===== config.mk =====
export PLATFORM = sky130hd
export DESIGN_NAME = regfile_16
export DESIGN_NICKNAME = d
export VERILOG_FILES = /design/src/rtl/regfile_pkg.sv /design/src/rtl/reg16_en.sv /design/src/rtl/regfile_16.sv
export SDC_FILE = /design/constraint.sdc
export NUM_CORES = 1
export LEC_CHECK = 0
export ABC_AREA = 1
export BUFFER_PORTS_ARGS = -buffer_cell sky130_fd_sc_hd__buf_2
export CAP_MARGIN = 10
export CORE_UTILIZATION = 25
export DETAILED_ROUTE_END_ITERATION = 8
export PLACE_DENSITY = 0.41
export SLEW_MARGIN = 20
export SYNTH_ARGS = -nofsm -noshare
export SYNTH_HDL_FRONTEND = slang
export SYNTH_HIERARCHICAL = 1
export SYNTH_SLANG_ARGS = --single-unit
export TNS_END_PERCENT = 1

===== constraint.sdc =====
create_clock -name clk -period 1 [get_ports clk]
set_input_delay 0.05 -clock clk [delete_from_list [all_inputs] [get_ports clk]]
set_output_delay 0.05 -clock clk [all_outputs]
set_load 0.03 [all_outputs]

===== src/rtl/regfile_pkg.sv =====
// Shared sizing and constants for the 8 x 16-bit register file.
package regfile_pkg;

  localparam int DATA_W   = 16;
  localparam int ADDR_W   = 3;
  localparam int NUM_REGS = 8;

  localparam logic [ADDR_W-1:0] REG_ZERO  = '0;
  localparam logic [DATA_W-1:0] ZERO_WORD = 16'h0000;

endpackage


===== src/rtl/reg16_en.sv =====
// One DATA_W-wide storage register with asynchronous active-low clear
// and a synchronous load enable.
module reg16_en
  import regfile_pkg::*;
(
  input  logic              clk,
  input  logic              rst_n,
  input  logic              en,
  input  logic [DATA_W-1:0] d,
  output logic [DATA_W-1:0] q
);

  // Clear immediately on reset; otherwise load d on an enabled edge.
  always_ff @(posedge clk or negedge rst_n) begin
    if (!rst_n) begin
      q <= ZERO_WORD;
    end else if (en) begin
      q <= d;
    end
  end

endmodule


===== src/rtl/regfile_16.sv =====
// 8 x 16-bit register file: two combinational read ports and one synchronous
// write port. r0 is a constant zero, not a flop.
// Optional build macro REGFILE_BYPASS_EN adds a write-through path, so a read
// of the index being written returns wdata in the same cycle.
module regfile_16
  import regfile_pkg::*;
(
  input  logic              clk,
  input  logic              rst_n,
  input  logic              we,
  input  logic [ADDR_W-1:0] waddr,
  input  logic [DATA_W-1:0] wdata,
  input  logic [ADDR_W-1:0] raddr1,
  input  logic [ADDR_W-1:0] raddr2,
  output logic [DATA_W-1:0] rdata1,
  output logic [DATA_W-1:0] rdata2
);

  logic [NUM_REGS-1:1] wr_sel;
  logic [DATA_W-1:0]   regs [NUM_REGS];

  assign regs[0] = ZERO_WORD;

  // One-hot write decode. There is no select for r0, so writes to it are dropped.
  always_comb begin
    wr_sel = '0;
    for (int i = 1; i < NUM_REGS; i++) begin
      wr_sel[i] = we && (waddr == ADDR_W'(i));
    end
  end

  for (genvar g = 1; g < NUM_REGS; g++) begin : g_reg
    reg16_en u_reg (
      .clk   (clk),
      .rst_n (rst_n),
      .en    (wr_sel[g]),
      .d     (wdata),
      .q     (regs[g])
    );
  end

`ifdef REGFILE_BYPASS_EN
  // Read muxes with write-through forwarding. r0 is never forwarded.
  always_comb begin
    rdata1 = regs[raddr1];
    rdata2 = regs[raddr2];
    if (we && (waddr != REG_ZERO) && (raddr1 == waddr)) rdata1 = wdata;
    if (we && (waddr != REG_ZERO) && (raddr2 == waddr)) rdata2 = wdata;
  end
`else
  // Plain read muxes. A same-cycle read of the written index returns the old value.
  always_comb begin
    rdata1 = regs[raddr1];
    rdata2 = regs[raddr2];
  end
`endif

endmodule

==> results of run 1 <==
[power groups by stage]
| stage | Sequential (W) | Combinational (W) | Clock, W |
|---|---|---|---|
| after floorplan | 0.00586 | 0.00277 | 0 |
| after global placement | 0.00595 | 0.00449 | 0 |
| after detailed placement | 0.00596 | 0.00451 | 0 |
| after CTS | 0.00592 | 0.00500 | 0.00379 |
| after global routing | 0.00607 | 0.00582 | 0.00399 |
| final | 0.00596 | 0.00521 | 0.00368 |
[through the flow]
stage	hold slack, ns	instance area, um^2
after floorplan	-0.2456	7091
after global placement	-0.06398	8373
after detailed placement	-0.06360	8373
after CTS	0.002026	9055
after global routing	0.01392	9290
final	0.007546	9290
[repair_timing]
item,4_1_cts,5_1_grt
hold endpoints to repair,136,0
pin swaps,18,32
endpoints found under the setup margin,48,32
hold buffers,5,0
gates resized for setup,132,75
buffers inserted,6,12
[layout by cell type (no fill, tap or decap)]
cell type | synthesis | layout
dfrtp_1 | 112 | 112
inv_6 | 7 | 11
nand2_4 | 0 | 1
clkinvlp_4 | 0 | 1
nor2_2 | 0 | 5
or2_2 | 1 | 1
buf_6 | 14 | 32
inv_1 | 102 | 34
nor2_4 | 2 | 3
buf_4 | 6 | 97
nand2_1 | 689 | 641
buf_12 | 7 | 20
nand3_1 | 96 | 71
clkbuf_16 | 0 | 9
buf_2 | 25 | 26
inv_2 | 2 | 70
nor3_2 | 0 | 1
dlygate4sd3_1 | 0 | 5
clkinv_4 | 0 | 1
nand2_2 | 35 | 82
nand3_2 | 0 | 25
[final timing paths]
path                                                       from                          endpoint  slack, ns  cells past startpoint
worst min register to register  g_reg[3].u_reg/q[9]$_DFFE_PN0P_   g_reg[3].u_reg/q[9]$_DFFE_PN0P_       0.48                      2
min in group asynchronous                                 rst_n   g_reg[4].u_reg/q[5]$_DFFE_PN0P_       0.08                      2
max in group asynchronous                                 rst_n   g_reg[1].u_reg/q[1]$_DFFE_PN0P_       0.37                      3
worst min-delay path                                  wdata[14]  g_reg[6].u_reg/q[14]$_DFFE_PN0P_      0.008                      3
worst max-delay path            g_reg[4].u_reg/q[9]$_DFFE_PN0P_                         rdata2[9]      -0.38                      7
worst max register to register  g_reg[7].u_reg/q[4]$_DFFE_PN0P_   g_reg[7].u_reg/q[4]$_DFFE_PN0P_       0.14                      4
[worst reg2reg max path: stages (launching register included)]
cell and delay [ns]:
dfrtp_1 0.41, buf_4 0.14, buf_4 0.12, nand2_2 0.05
nand2_1 0.05
[layout make-up]
cell class | count | area share, %
flip-flops and latches | 112 | 30.17
well taps | 378 | 5.091
clock inverters | 6 | 0.5522
multi-input cells | 830 | 38.94
clock buffers | 9 | 2.424
inverters | 111 | 4.862
repair buffers | 180 | 17.97
[logic make-up (layout without fill, tap and decap cells)]
family,after synthesis,after routing,share of synthesized area (%)
DFF,112,112,39.53
buffers and inverters,170,306,13.34
and+or+nand+nor,830,830,47.13
[routing by layer]
metal | global-route usage, % | share of wire [%]
met5 | 0 | 0.064
met4 | 4.935 | 1.8
met3 | 2.419 | 4.2
met2 | 31.65 | 46
met1 | 26.64 | 48
==> qor.csv, run 1 <==
metric,value,unit
RD Place Congestion,0.8498,
antenna violations before repair,1,
"Seq/Total Area, Yosys",39.53,%
ANT nets after route,0,
final hold violations,0,
post-place setup slack,-0.5153,ns
Mapped Avg Cell Area,6.376,um^2
"Top FF cell, synth",dfrtp_1,
CTS tree,done,
Root Driver,clkbuf_16,
Row Count,61,
"Cell Chain, Critical Path",inv_2 -> nand2_1 -> nand3_2 -> nand2_1 -> nand2_2 -> nand2_2 -> buf_6,
final net count,1272,
"Req. time, crit path",0.95,ns
Synth top area share,39.53,%
Crit Path Class,reg -> out,
largest fanout on the critical path,2,
slack of the critical path,-0.3807,ns
Non-Filler Instances,1626,
Reg area,0.002803,mm^2
Worst Tran Pin Value,0.5417,ns
CP endpoint kind,primary output,
CP arrival,1.33,ns
largest registers,g.u_reg/q (112),
share of layout cells above drive strength 1,30.85,%
Syn Nets,1140,
"Reg clk slew, reported paths",0.09,ns
Pleak,5.238,nW
register share of total power,40.2,%
Yosys top cell by area,dfrtp_1,
Cell Pwr Density,1599,mW/mm^2
vias in the first global route,6983,
status,finished with violations,
largest net degree at the start of global routing,44,
fillcell total,3092,
Die ar.,0.02904,mm^2
Synth area leaders,"dfrtp_1 (40%), nand2_1 (36%), nand3_1 (6.8%), inv_1 (5.4%), nand2_2 (3.1%)",
Initial Utilization,25.45,%
cell internal pwr,0.009279,W
area occupied by multi-input gates,0.003617,mm^2
Final Core Density,33.35,%
Sw Pwr,0.005575,W
Die W,170.4,um
peak supply drop,0.8820,mV
GR Overflow Total,0,
final setup TNS,-11.32,ns
Final Max Slew Viols,0,
violated checks,negative setup slack,
Yosys warnings,6,
ant diodes,0,
switching portion of total power,37.53,%
Slew Limit Headroom,63.80,%
post-route DRC violation count,0,
crit start category,flip-flop,
cell with the most instances after synthesis,nand2_1,
max incr delay on CP,0.40,ns
H-tree levels,3,
DRT iter0 DRCs,469,
Synth Instances,1112,
# Max-Cap Violations,0,
clk_lat worst skew,0.36,ns
Chip Height,170.4,um
Worst Path Buf+Inv,2,
"Slowest-stage cell, CP",dfrtp_1,
HP Class,in -> reg,
final wirelength,26630,um
Clk pwr share,24.8,%
total power,0.01485,W
family with the most delay on the worst path,flip-flops,
"FFs w/ async S/R, synth",100.0,%
PortBufs,59,
top achievable clock speed,724.2,MHz
Num CTS Buffers,9,
post-layout minimum cycle time,1.381,ns
RSZ-0062 raised after global routing,yes,
DRT Pass-1 Iters,5,
Syn Std Cell Area,0.007091,mm^2
Synth top cells by count,"nand2_1 (689), dfrtp_1 (112), inv_1 (102)",
WL per Instance,16.38,um
crit share post-route,138.1,%
I/O pins,60,
Largest Register,g.u_reg/q,
Core Area,0.02786,mm^2
Sink Count,112,
placed wire-length estimate,19090,um
Post-synth EDFFs,0,
final setup fails,32,
Clock Skew,0,ns
"flops & latches, synth",112,
Netlist cell types,17,
Total Routing Usage GR,19.29,%
Comb power frac,35.1,%
CTS max path bufs,2,
DP Cell Count,1588,
Via density,4.405,
global-route wire length before repair,41610,um
max reg flops,112,
synthesis-to-layout area growth,31.02,%
DR vias,7162,
No activity file was read; power rests on OpenSTA's default activity.
==> inputs of run 2 (changes only) <==
--- a/config.mk
+++ b/config.mk
@@ -8,9 +8,12 @@
 export ABC_AREA = 1
 export BUFFER_PORTS_ARGS = -buffer_cell sky130_fd_sc_hd__buf_2
 export CAP_MARGIN = 10
+export CELL_PAD_IN_SITES_DETAIL_PLACEMENT = 1
+export CELL_PAD_IN_SITES_GLOBAL_PLACEMENT = 1
+export CORE_ASPECT_RATIO = 1.4
 export CORE_UTILIZATION = 25
 export DETAILED_ROUTE_END_ITERATION = 8
-export PLACE_DENSITY = 0.41
+export PLACE_DENSITY = 0.53
 export SLEW_MARGIN = 20
 export SYNTH_ARGS = -nofsm -noshare
 export SYNTH_HDL_FRONTEND = slang
==> run 2 against run 1 <==
The flow still finishes with violations (negative setup slack). Die area is essentially flat. Sequential share of layout area is 0.34 points lower. Core utilization is 0.52 points higher. Clock power up 6.5%. Critical endpoint is now rdata1[7]. Largest power group unchanged.
==> qor.csv, run 2 (same netlist as run 1, synthesis figures left out) <==
metric,value,unit,change
vias in the first global route,7619,,+9.1%
placed wire-length estimate,21560,um,+13%
"Slowest-stage cell, CP",dfrtp_1,,
"Cell Chain, Critical Path",inv_2 -> nand2_1 -> nand3_1 -> nand2_1 -> nand2_1 -> nand2_2 -> buf_6,,
"Reg clk slew, reported paths",0.08,ns,about the same
largest net degree at the start of global routing,49,,+11%
Initial Utilization,25.55,%,+0.10 points
HP Class,in -> reg,,
hold endpoint,g_reg[3].u_reg/q[2]$_DFFE_PN0P_,,
largest registers,g.u_reg/q (112),,
status,finished with violations,,
Worst Path Buf+Inv,2,,unchanged
post-route DRC violation count,0,,unchanged
Final Max Slew Viols,0,,unchanged
synthesis-to-layout area growth,32.52,%,
Core Area,0.02775,mm^2,-0.40%
global-route wire length before repair,45480,um,+9.3%
crit share post-route,139.7,%,+1.6 points
DRT iter0 DRCs,306,,-35%
Critical R2R Launch,g_reg[6].u_reg/q[8]$_DFFE_PN0P_,,
WL per Instance,17.87,um,+9.1%
max reg flops,112,,unchanged
crit start category,flip-flop,,
DR vias,7268,,+1.5%
total power,0.01532,W,+3.1%
Chip Height,201.3,um,+18%
Clock Skew,0,ns,unchanged
Slew Limit Headroom,82.35,%,+19 points
Via density,4.459,,+1.2%
worst r2r dst,g_reg[6].u_reg/q[8]$_DFFE_PN0P_,,
PortBufs,59,,unchanged
"reg-to-reg slack, setup",0.15,ns,about the same
Total Routing Usage GR,21.33,%,+2.0 points
CTS max path bufs,2,,unchanged
ANT nets after route,0,,unchanged
clk_lat worst skew,0.37,ns,about the same
ant diodes,0,,unchanged
"most used cell, CP",nand2_1,,
cell depth of the worst hold path,3,,unchanged
peak supply drop,0.6712,mV,-24%
Die ar.,0.02905,mm^2,about the same
Num CTS Buffers,9,,unchanged
fillcell total,3620,,+17%
CP arrival,1.35,ns,+0.02 ns
Row Count,72,,+18%
# Max-Cap Violations,0,,unchanged
cell area after layout,0.009397,mm^2,+1.1%
Worst Tran Pin Value,0.2647,ns,-0.2770 ns
final wirelength,29140,um,+9.4%
share of layout cells above drive strength 1,31.35,%,+0.50 points
Pleak,5.294,nW,+1.1%
RSZ-0062 raised after global routing,yes,,
H-tree levels,3,,unchanged
post-layout minimum cycle time,1.397,ns,+0.01638 ns
"Req. time, crit path",0.95,ns,about the same
max incr delay on CP,0.39,ns,about the same
violated checks,negative setup slack,,
slack of the critical path,-0.3971,ns,-0.01638 ns
RD Place Congestion,0.8149,,-4.1%
most frequent cells in the layout,"nand2_1 (643), dfrtp_1 (112), buf_4 (102), nand2_2 (81), inv_2 (80)",,
Cell Pwr Density,1630,mW/mm^2,+1.9%
Die W,144.3,um,-15%
DRT Pass-1 Iters,4,,-1
largest fanout on the critical path,2,,unchanged
GR Overflow Total,0,,unchanged
hold_sp,wdata[2],,
reg2reg path depth,4,,unchanged
Largest Register,g.u_reg/q,,
I/O pins,60,,unchanged
family with the most delay on the worst path,flip-flops,,
final hold violations,0,,unchanged
Crit Path Class,reg -> out,,
CP endpoint kind,primary output,,
Root Driver,clkbuf_16,,
CTS tree,done,,
antenna violations before repair,0,,-1
final net count,1283,,+0.86%
"leading cell type in the layout, fill and taps excluded",nand2_1,,
Sink Count,112,,unchanged
Placed Area,0.008528,mm^2,+1.9%
top achievable clock speed,715.8,MHz,-1.2%
final setup fails,32,,unchanged
[run 2: cell count changes in the layout (fill, tap and decap cells not counted), sizes merged]
| cell | change |
|---|---|
| clkinvlp | +2 |
| dlygate4sd3 | +2 |
| buf | +9 |
| bufinv | +1 |
| inv | -3 |
| clkbuf | +1 |
[run 2: layer usage]
metal,up-vias,routed length [um],GRT usage [%]
met5,-,0,0
met4,0,745,6.692
met3,39,674,2.023
met2,136,14800,37.41
met1,3518,12920,27.08
li1,3575,-,-
[run 2: per-stage QoR]
stage	std cells	utilization [%]	hold WS, ns	setup slack (ns)	setup TNS (ns)
5_1_grt	1630	33.87	0.01243	-0.4656	-14.03
2_1_floorplan	1112	-	-0.2456	0.02026	0
6_report	1630	33.87	0.001539	-0.3971	-11.48
4_1_cts	1624	33.18	0.003841	-0.4040	-12.21
3_5_place_dp	1596	30.74	-0.06769	-0.1606	-10.27
3_3_place_gp	1596	30.74	-0.06748	-0.1627	-8.567
[run 2: worst max path at each step]
stage | endpoint | depth (start not counted) | start | slack (ns)
CTS | rdata2[12] | 7 | g_reg[5].u_reg/q[12]$_DFFE_PN0P_ | -0.40
finish | rdata1[7] | 7 | g_reg[4].u_reg/q[7]$_DFFE_PN0P_ | -0.40
global route | rdata2[9] | 7 | g_reg[4].u_reg/q[9]$_DFFE_PN0P_ | -0.47
floorplan | rdata1[10] | 7 | raddr1[1] | 0.02
detailed placement | rdata1[15] | 9 | raddr1[0] | -0.16
global placement | rdata1[15] | 9 | raddr1[0] | -0.16
[run 2: what timing repair did]
action | in CTS | in global routing
resized for setup | 150 | 57
hold endpoints to repair | 142 | 0
setup endpoints to repair | 32 | 32
hold buffers | 7 | 0
setup buffers | 5 | 6
pin swaps | 9 | 22
[run 2: power by group]
| part | switching [W] | internal, W |
|---|---|---|
| registers | 0.000617 | 0.00538 |
| clock network | 0.00189 | 0.00202 |
| logic | 0.00316 | 0.00224 |
| total | 0.00567 | 0.00965 |
[run 2: area by class of cell]
cell class | count | area (um^2) | area share, %
multi-input cells | 830 | 3567 | 37.96
flip-flops and latches | 112 | 2803 | 29.83
repair buffers | 191 | 1807 | 19.23
well taps | 370 | 462.9 | 4.927
inverters | 111 | 451.7 | 4.807
clock buffers | 10 | 239.0 | 2.543
clock inverters | 6 | 66.31 | 0.7057
[run 2: worst register-to-register path: stages (launching register included)]
cell,delay (ns)
dfrtp_1,0.39
buf_4,0.13
buf_4,0.12
nand2_1,0.05
nand2_1,0.05
==> inputs of run 3 (changes only) <==
--- a/config.mk
+++ b/config.mk
@@ -8,12 +8,10 @@
 export ABC_AREA = 1
 export BUFFER_PORTS_ARGS = -buffer_cell sky130_fd_sc_hd__buf_2
 export CAP_MARGIN = 10
-export CELL_PAD_IN_SITES_DETAIL_PLACEMENT = 1
-export CELL_PAD_IN_SITES_GLOBAL_PLACEMENT = 1
 export CORE_ASPECT_RATIO = 1.4
 export CORE_UTILIZATION = 25
 export DETAILED_ROUTE_END_ITERATION = 8
-export PLACE_DENSITY = 0.53
+export PLACE_DENSITY = 0.41
 export SLEW_MARGIN = 20
 export SYNTH_ARGS = -nofsm -noshare
 export SYNTH_HDL_FRONTEND = slang
==> run 3 against run 2 <==
Setup slack gained 0.025 ns. Wire length down 7.7%. Global-route usage is 1.7 points lower. Clock skew did not move. Sequential power hardly changed. Die area stayed put. Critical endpoint is now rdata2[10]. Via count down 3.8%. Sequential cell count unchanged. Maximum frequency increased by 1.8%. Critical path depth stayed put. Sequential share of layout area is 0.16 points higher. The flow still finishes with violations (negative setup slack). Combinational power fell by 4.6%.
==> qor.csv, run 3 (same netlist as run 1, synthesis figures left out) <==
metric,value,unit,change
RSZ-0062 raised after global routing,yes,,
placed wire-length estimate,19130,um,-11%
Cell Pwr Density,1609,mW/mm^2,-1.3%
status,finished with violations,,
Min Hold Slack,0.006726,ns,+0.005187 ns
Root Driver,clkbuf_16,,
ANT nets after route,0,,unchanged
fillcell total,3087,,-15%
Placed Area,0.008526,mm^2,about the same
DRT iter0 DRCs,515,,+68%
Die W,144.3,um,unchanged
CTS max path bufs,2,,unchanged
# Max-Cap Violations,0,,unchanged
Worst Tran Pin Value,0.5789,ns,+0.3142 ns
Initial Utilization,25.55,%,unchanged
Total Routing Usage GR,19.66,%,-1.7 points
GR Overflow Total,0,,unchanged
synthesis-to-layout area growth,31.82,%,
CP endpoint kind,primary output,,
largest registers,g.u_reg/q (112),,
Non-Filler Instances,1625,,-0.31%
final setup fails,32,,unchanged
RD Place Congestion,0.8229,,+0.98%
Worst Path Buf+Inv,2,,unchanged
crit start category,flip-flop,,
vias in the first global route,6996,,-8.2%
clk_lat worst skew,0.37,ns,about the same
crit share post-route,137.2,%,-2.5 points
CTS tree,done,,
max incr delay on CP,0.40,ns,about the same
antenna violations before repair,0,,unchanged
WL per Instance,16.55,um,-7.4%
DP Cell Count,1595,,-0.063%
"Reg clk slew, reported paths",0.08,ns,about the same
cell count along the critical path,7,,unchanged
cell area after layout,0.009346,mm^2,-0.53%
Final Core Density,33.69,%,-0.18 points
final wirelength,26890,um,-7.7%
violated checks,negative setup slack,,
Die ar.,0.02905,mm^2,unchanged
Clock Skew,0,ns,unchanged
Largest Register,g.u_reg/q,,
Critical R2R Launch,g_reg[7].u_reg/q[11]$_DFFE_PN0P_,,
CP arrival,1.32,ns,-0.03 ns
crit path from,g_reg[3].u_reg/q[10]$_DFFE_PN0P_,,
worst r2r dst,g_reg[7].u_reg/q[11]$_DFFE_PN0P_,,
family with the most delay on the worst path,flip-flops,,
post-route DRC violation count,0,,unchanged
HP Class,in -> reg,,
Reg area,0.002803,mm^2,unchanged
Via density,4.305,,-3.5%
Sink Count,112,,unchanged
area occupied by multi-input gates,0.003545,mm^2,-0.63%
crit path capture,rdata2[10],,
Row Count,72,,unchanged
post-layout minimum cycle time,1.372,ns,-0.02530 ns
slack of the critical path,-0.3718,ns,+0.02530 ns
ant diodes,0,,unchanged
peak supply drop,0.8076,mV,+20%
DR vias,6995,,-3.8%
global-route wire length before repair,41850,um,-8.0%
Chip Height,201.3,um,unchanged
H-tree levels,3,,unchanged
share of layout cells above drive strength 1,29.08,%,-2.3 points
"reg-to-reg slack, setup",0.14,ns,about the same
final hold violations,0,,unchanged
max reg flops,112,,unchanged
top achievable clock speed,729.0,MHz,+1.8%
Pleak,5.279,nW,-0.29%
"Cell Chain, Critical Path",inv_2 -> nand2_1 -> nand3_2 -> nand2_1 -> nand2_1 -> nand2_1 -> buf_6,,
PortBufs,59,,unchanged
Final Max Slew Viols,0,,unchanged
Core Area,0.02775,mm^2,unchanged
largest fanout on the critical path,2,,unchanged
"most used cell, CP",nand2_1,,
largest net degree at the start of global routing,55,,+12%
final net count,1278,,-0.39%
Num CTS Buffers,9,,unchanged
"leading cell type in the layout, fill and taps excluded",nand2_1,,
reg2reg path depth,4,,unchanged
"Req. time, crit path",0.95,ns,about the same
Crit Path Class,reg -> out,,
most frequent cells in the layout,"nand2_1 (654), dfrtp_1 (112), buf_4 (94), nand3_1 (77), nand2_2 (70)",,
Slew Limit Headroom,61.37,%,-21 points
I/O pins,60,,unchanged
"Slowest-stage cell, CP",dfrtp_1,,
DRT Pass-1 Iters,5,,+1
## run 3: metal layers
| metal | track usage [%] | vias up | wire (um) |
|---|---|---|---|
| li1 | - | 3561 | - |
| met1 | 26.44 | 3238 | 12360 |
| met2 | 32.50 | 156 | 13080 |
| met3 | 1.928 | 40 | 812 |
| met4 | 6.729 | 0 | 629 |
| met5 | 0 | - | 0 |
## run 3: final cells by class
class                           instances  area share, %
Multi-Input combinational cell        830          37.93
Sequential cell                       112          29.99
Timing Repair Buffer                  186          19.01
Tap cell                              370          4.953
Inverter                              111          4.833
Clock buffer                           12          2.744
Clock inverter                          4         0.5489
## run 3: tightest hold or removal path: cells and delay by family
family / cells / cell delay, ns
buf+inv: 1 / 0.16
simple gates: 2 / 0.12
## run 3: metrics by stage
| step | setup slack (ns) | TNS [ns] | total power, W |
|---|---|---|---|
| 3_5_place_dp | -0.2591 | -22.61 | 0.01063 |
| 2_1_floorplan | 0.02026 | 0 | 0.008630 |
| 3_3_place_gp | -0.2492 | -20.79 | 0.01060 |
| 6_report | -0.3718 | -11.14 | 0.01504 |
| 4_1_cts | -0.4084 | -11.90 | 0.01506 |
| 5_1_grt | -0.4614 | -13.73 | 0.01603 |
## run 3: where the power goes
group | total [W] | internal, W | switching [W]
Clock | 0.00392 | 0.00209 | 0.00182
Sequential | 0.00596 | 0.00538 | 0.000584
Combinational | 0.00516 | 0.00217 | 0.00299
## run 3: worst min path at each step
stage	start	to	slack, ns	cells after the start
final	wdata[9]	g_reg[7].u_reg/q[9]$_DFFE_PN0P_	0.007	3
after global routing	wdata[9]	g_reg[6].u_reg/q[9]$_DFFE_PN0P_	0.01	3
after CTS	wdata[8]	g_reg[7].u_reg/q[8]$_DFFE_PN0P_	0.004	3
after detailed placement	rst_n	g_reg[4].u_reg/q[10]$_DFFE_PN0P_	-0.08	1
after global placement	rst_n	g_reg[4].u_reg/q[10]$_DFFE_PN0P_	-0.08	1
after floorplan	rst_n	g_reg[1].u_reg/q[0]$_DFFE_PN0P_	-0.25	0
## run 3: repair_timing
action | CTS | global route
hold buffers | 10 | 0
pin swaps | 11 | 22
gates resized for setup | 128 | 56
endpoints found under the setup margin | 32 | 32
endpoints found under the hold margin | 167 | 0
setup buffers | 0 | 4
